<file path="src/rtl/mdu_alu_control.sv">
// ALU control decoder plus an iterative multiply/divide unit with HI/LO registers.
// Multiply is shift-add, divide is restoring; one step per cycle, WIDTH steps.
module mdu_alu_control #(
    parameter int WIDTH  = 32,
    parameter int CTRL_W = 4
) (
    input  logic              clk,
    input  logic              reset,
    input  logic [1:0]        alu_op,
    input  logic [5:0]        funct,
    input  logic              valid,
    input  logic [WIDTH-1:0]  rs_val,
    input  logic [WIDTH-1:0]  rt_val,
    output logic [CTRL_W-1:0] alu_control,
    output logic              stall,
    output logic              busy,
    output logic [WIDTH-1:0]  hi,
    output logic [WIDTH-1:0]  lo,
    output logic [WIDTH-1:0]  mf_data,
    output logic              mf_valid
);

    localparam int CW = $clog2(WIDTH + 1);

    localparam logic [5:0] F_MFHI = 6'b010000;
    localparam logic [5:0] F_MTHI = 6'b010001;
    localparam logic [5:0] F_MFLO = 6'b010010;
    localparam logic [5:0] F_MTLO = 6'b010011;

    typedef enum logic [1:0] {IDLE, MUL, DIV, DONE} state_t;

    state_t               state_q, state_d;
    logic [CW-1:0]        cnt_q, cnt_d;
    logic [2*WIDTH-1:0]   acc_q, acc_d;
    logic [WIDTH-1:0]     opb_q, opb_d;
    logic                 neg_hi_q, neg_hi_d;
    logic                 neg_lo_q, neg_lo_d;
    logic [WIDTH-1:0]     hi_q, hi_d;
    logic [WIDTH-1:0]     lo_q, lo_d;

    logic                 is_r, is_mdu, is_div, signed_op, start, last;
    logic                 rs_neg, rt_neg;
    logic [WIDTH-1:0]     rs_mag, rt_mag;
    logic [WIDTH:0]       mul_sum;
    logic [2*WIDTH-1:0]   mul_next, mul_res;
    logic [WIDTH:0]       div_trial, div_rem;
    logic                 div_ge;
    logic [2*WIDTH-1:0]   div_next;

    assign is_r      = (alu_op == 2'b10);
    assign is_mdu    = (funct[5:2] == 4'b0110);
    assign is_div    = funct[1];
    assign signed_op = ~funct[0];
    assign start     = valid & is_r & is_mdu & (state_q == IDLE);
    assign last      = (cnt_q == CW'(WIDTH - 1));

    assign rs_neg = signed_op & rs_val[WIDTH-1];
    assign rt_neg = signed_op & rt_val[WIDTH-1];
    assign rs_mag = rs_neg ? -rs_val : rs_val;
    assign rt_mag = rt_neg ? -rt_val : rt_val;

    // acc holds {partial product, multiplier} for MUL and {remainder, dividend/quotient} for DIV
    assign mul_sum  = {1'b0, acc_q[2*WIDTH-1:WIDTH]} + (acc_q[0] ? {1'b0, opb_q} : '0);
    assign mul_next = {mul_sum, acc_q[WIDTH-1:1]};
    assign mul_res  = neg_lo_q ? -mul_next : mul_next;

    assign div_trial = {acc_q[2*WIDTH-1:WIDTH], acc_q[WIDTH-1]};
    assign div_ge    = (div_trial >= {1'b0, opb_q});
    assign div_rem   = div_ge ? (div_trial - {1'b0, opb_q}) : div_trial;
    assign div_next  = {div_rem[WIDTH-1:0], acc_q[WIDTH-2:0], div_ge};

    always_comb begin
        state_d  = state_q;
        cnt_d    = cnt_q;
        acc_d    = acc_q;
        opb_d    = opb_q;
        neg_hi_d = neg_hi_q;
        neg_lo_d = neg_lo_q;
        hi_d     = hi_q;
        lo_d     = lo_q;
        case (state_q)
            IDLE: begin
                if (start) begin
                    cnt_d = '0;
                    acc_d = {{WIDTH{1'b0}}, rs_mag};
                    opb_d = rt_mag;
                    if (is_div) begin
                        // a zero divisor leaves the quotient magnitude all ones; keep it unsigned
                        neg_lo_d = (rs_neg ^ rt_neg) & (rt_val != '0);
                        neg_hi_d = rs_neg;
                        state_d  = DIV;
                    end else begin
                        neg_lo_d = rs_neg ^ rt_neg;
                        neg_hi_d = rs_neg ^ rt_neg;
                        state_d  = MUL;
                    end
                end else if (valid && is_r && funct == F_MTHI) begin
                    hi_d = rs_val;
                end else if (valid && is_r && funct == F_MTLO) begin
                    lo_d = rs_val;
                end
            end
            MUL: begin
                acc_d = mul_next;
                cnt_d = cnt_q + CW'(1);
                if (last) begin
                    hi_d    = mul_res[2*WIDTH-1:WIDTH];
                    lo_d    = mul_res[WIDTH-1:0];
                    state_d = DONE;
                end
            end
            DIV: begin
                acc_d = div_next;
                cnt_d = cnt_q + CW'(1);
                if (last) begin
                    hi_d    = neg_hi_q ? -div_next[2*WIDTH-1:WIDTH] : div_next[2*WIDTH-1:WIDTH];
                    lo_d    = neg_lo_q ? -div_next[WIDTH-1:0] : div_next[WIDTH-1:0];
                    state_d = DONE;
                end
            end
            DONE:    state_d = IDLE;
            default: state_d = IDLE;
        endcase
    end

    always_ff @(posedge clk) begin
        if (reset) begin
            state_q  <= IDLE;
            cnt_q    <= '0;
            acc_q    <= '0;
            opb_q    <= '0;
            neg_hi_q <= 1'b0;
            neg_lo_q <= 1'b0;
            hi_q     <= '0;
            lo_q     <= '0;
        end else begin
            state_q  <= state_d;
            cnt_q    <= cnt_d;
            acc_q    <= acc_d;
            opb_q    <= opb_d;
            neg_hi_q <= neg_hi_d;
            neg_lo_q <= neg_lo_d;
            hi_q     <= hi_d;
            lo_q     <= lo_d;
        end
    end

    always_comb begin
        alu_control = '0;
        case (alu_op)
            2'b00: alu_control = CTRL_W'(4'b0010);
            2'b01: alu_control = CTRL_W'(4'b0110);
            2'b10: begin
                case (funct)
                    6'b100000, 6'b100001: alu_control = CTRL_W'(4'b0010);
                    6'b100010, 6'b100011: alu_control = CTRL_W'(4'b0110);
                    6'b100100:            alu_control = CTRL_W'(4'b0000);
                    6'b100101:            alu_control = CTRL_W'(4'b0001);
                    6'b100111:            alu_control = CTRL_W'(4'b1100);
                    6'b101010:            alu_control = CTRL_W'(4'b0111);
                    default:              alu_control = '0;
                endcase
            end
            default: alu_control = '0;
        endcase
    end

    always_comb begin
        mf_data = '0;
        if (is_r && funct == F_MFHI) begin
            mf_data = hi_q;
        end else if (is_r && funct == F_MFLO) begin
            mf_data = lo_q;
        end
    end

    assign mf_valid = valid & is_r & ((funct == F_MFHI) | (funct == F_MFLO));
    assign busy     = (state_q == MUL) | (state_q == DIV);
    assign stall    = start | busy;
    assign hi       = hi_q;
    assign lo       = lo_q;

endmodule

</file>
<file path="config.mk">
export PLATFORM = sky130hd
export DESIGN_NAME = mdu_alu_control
export DESIGN_NICKNAME = d
export VERILOG_FILES = /design/src/rtl/mdu_alu_control.sv
export SDC_FILE = /design/constraint.sdc
export NUM_CORES = 1
export LEC_CHECK = 0
export CAP_MARGIN = 20
export CORE_AREA = 4 4 185 187
export CTS_CLUSTER_DIAMETER = 50
export DETAILED_ROUTE_END_ITERATION = 7
export DIE_AREA = 0 0 189 191
export MAX_ROUTING_LAYER = met4
export PLACE_DENSITY_LB_ADDON = 0.12
export SYNTH_ARGS = -nofsm -noshare
export SYNTH_HDL_FRONTEND = slang
export SYNTH_SLANG_ARGS = --single-unit
</file>
<file path="constraint.sdc">
create_clock -name clk -period 12.22 [get_ports clk]
set_input_delay 2.444 -clock clk [delete_from_list [all_inputs] [get_ports clk]]
set_output_delay 2.444 -clock clk [all_outputs]
set_load 0.02 [all_outputs]
</file>
==> flow_metrics.py <==
metrics = {
    "yosys": {
        "synth-edff-count": 0,
        "async_flop_share_pct": 0,
        "syn_area_per_cell_um2": 7.00,
        "synth_top_area_share_pct": 19.1,
        "synthFlopType": "dfxtp_1",
        "yosysSeqAreaShare_pct": 19.1,
        "synth_area_leader_cell": "dfxtp_1",
        "synth_area_leaders": "dfxtp_1, nor2_1, xnor2_1",
        "yosys_register_bits": 170,
        "syn_nets": 2692,
        "ys_warn_count": 0,
        "syn_inst": 2541,
        "syn_area_um2": 17800,
        "synthDistinctLibCells": 84,
    },
    "global_route": {
        "first_global_vias": 18500,
        "overflow": 0,
        "gr-usage-all-layers_pct": 36.2,
        "grt_pass1_wl_um": 103000,
        "antenna_found_initial": 2,
        "grt_max_degree": 98,
    },
    "route": {
        "drc": 2,
        "dr.pass1.iters": 8,
        "antenna_left": 0,
        "wire_per_inst_um": 22.1,
        "vias_per_cell": 6.69,
        "routed_wl_um": 66500,
        "vias": 20100,
        "first_iter_violations": 2424,
    },
    "hold_path": {
        "min_path_type": "flop to flop",
        "min_from": "opb_q[31]",
        "hold_depth": 2,
    },
    "finish": {
        "final_common_cell": "nor2_1",
        "layout_common_cells": "nor2_1, nand2_1, a21oi_1, clkdlybuf4s50_1, dfxtp_1",
        "final_nets": 2707,
        "syn_to_final_growth_pct": 13.4,
        "layout-drive-gt1-share_pct": 4.24,
        "fill_cells": 3077,
        "fin_cells": 3011,
    },
    "clock_tree": {
        "postCtsSetupBuffers": 0,
        "root_buffer": "clkbuf_16",
        "clkSinkCount": 170,
        "cts_tree": "yes",
        "hold_buffers": 0,
        "htreeDepth": 4,
        "clock_path_buffers": 2,
        "cts_resized": 0,
        "cts_made_buffers": 17,
        "insertion_delay_ps": 470,
        "clk_pin_slew_ps": 70,
    },
    "sta": {
        "fmax_ghz": 0.133,
        "slew_headroom_pct": 24.3,
        "whs_ps": 461,
        "fin_crit_sh_pct": 61.5,
        "final_max_slew_viol_count": 0,
        "skew_ps": 20.5,
        "hold_viol_final": 0,
        "rsz0062_at_grt": "no",
        "tns_ps": 0,
        "setup_viol": 0,
        "tightest_slew_ps": 1140,
        "min_period_ps": 7520,
    },
    "pwr": {
        "max-vdd-ir-drop_mv": 0.120,
        "power_density_nw_per_um2": 142,
        "leakage_nw": 7.61,
    },
    "place": {
        "dp.cells": 2978,
        "port_buffers": 177,
        "place_congestion": 0.993,
        "post-dp-hpwl_um": 49100,
    },
    "outcome": {
        "outcome": "finished, violations left",
        "violations": "DRC",
    },
    "floorplan": {
        "rows": 66,
        "core_um2": 32500,
        "start_util_pct": 54.8,
        "die-height_um": 191,
        "io-pin-count": 178,
        "die-area_um2": 36100,
        "die_width_um": 189,
    },
    "worst_setup_path": {
        "crit_slowest_cell": "nand3_1",
        "startpoint_type": "input pin",
        "required_ps": 9780,
        "worstPathMaxFanout": 18,
        "worst_r2r_startpoint": "acc_q[31]",
        "r2r_cells": 18,
        "slowest_delay_ps": 710,
        "crit_arrival_ps": 5070,
        "critPathKind": "input pin to output pin",
        "critPathLaunch": "alu_op[0]",
        "cp_common_cell": "clkdlybuf4s50_1",
        "end_kind": "output pin",
        "path_cells": "clkdlybuf4s50_1 -> nand4bb_1 -> nor3_1 -> nand3_1 -> nand2_1 -> clkdlybuf4s50_1",
    },
    "flow_run": {
        "maxCapViolations": 0,
    },
}
## path summary, 6_finish.rpt
path                to  slack, ps
min          opb_q[31]        460
min reg2reg  opb_q[31]        460
max reg2reg     hi[30]       5530
max              stall       4700
## metal layers
layer  GRT usage, %  share of wire (%)  wire length, um  up-vias
met2           57.3                 46            30300     1051
met3           5.88                8.5             5670      190
met1           46.8                 42            27900     9537
li1               -                  -                -     9363
met4           13.4                3.9             2570        0
met5              -                  0                0        -
## kinds of logic after synthesis
group | share of synthesized area, %
muxes | 3.66
adders and majority gates | 5.43
and+or+nand+nor | 23.7
DFF | 19.1
AOI/OAI and AO/OA | 32.0
xor gates and xnor gates | 9.75
buffers and inverters | 6.33
## state kept, by name (all words and copies together), names as in the netlist
name	count
opb_q	32
state_q	2
neg_lo_q	1
lo	32
neg_hi_q	1
acc_q	64
hi	32
cnt_q	6
## critical path: cells and delay by family
family	cells	cell delay, ps
and+or+nand+nor	4	1520
buffers and inverters	2	1100
## cell type report
class | count | area [um^2] | share of cell area (%)
Tap cell | 442 | 553 | 2.74
Sequential cell | 170 | 3400 | 16.9
Antenna cell | 1 | 2.50 | 0.0124
Clock inverter | 12 | 189 | 0.937
Timing Repair Buffer | 206 | 1990 | 9.86
Clock buffer | 19 | 433 | 2.15
Inverter | 81 | 304 | 1.51
Multi-Input combinational cell | 2080 | 13300 | 65.9
## power breakdown
| group | total [mW] | internal, mW | switching (mW) |
|---|---|---|---|
| logic | 1.51 | 0.514 | 0.993 |
| registers | 0.744 | 0.627 | 0.117 |
| clock network | 0.614 | 0.345 | 0.269 |
## through the flow
stage / setup WS [ps] / power (mW) / util (%) / cell area [um^2]
6_report: 4700 / 2.87 / 62.1 / 20200
5_1_grt: 4570 / 2.99 / 62.1 / 20200
4_1_cts: 4710 / 2.80 / 62.1 / 20200
3_5_place_dp: 4730 / 2.19 / 60.2 / 19500
3_3_place_gp: 4770 / 2.17 / 60.2 / 19500
2_1_floorplan: 5990 / 1.70 / - / 17800
## Yosys cell counts (24+ instances only)
cell and number:
a211o_1 37, a211oi_1 68, a21o_1 37, a21oi_1 197, a221oi_1 41, a22oi_1 46
clkbuf_1 181, dfxtp_1 170, ha_1 74, inv_1 79, mux2i_1 56, nand2_1 234
nand3_1 57, nor2_1 318, nor3_1 75, o211ai_1 24, o21ai_0 156, o31ai_1 45
or3_1 36, or4_1 25, xnor2_1 129, xor2_1 69
Power figures use the tool's default switching activity.
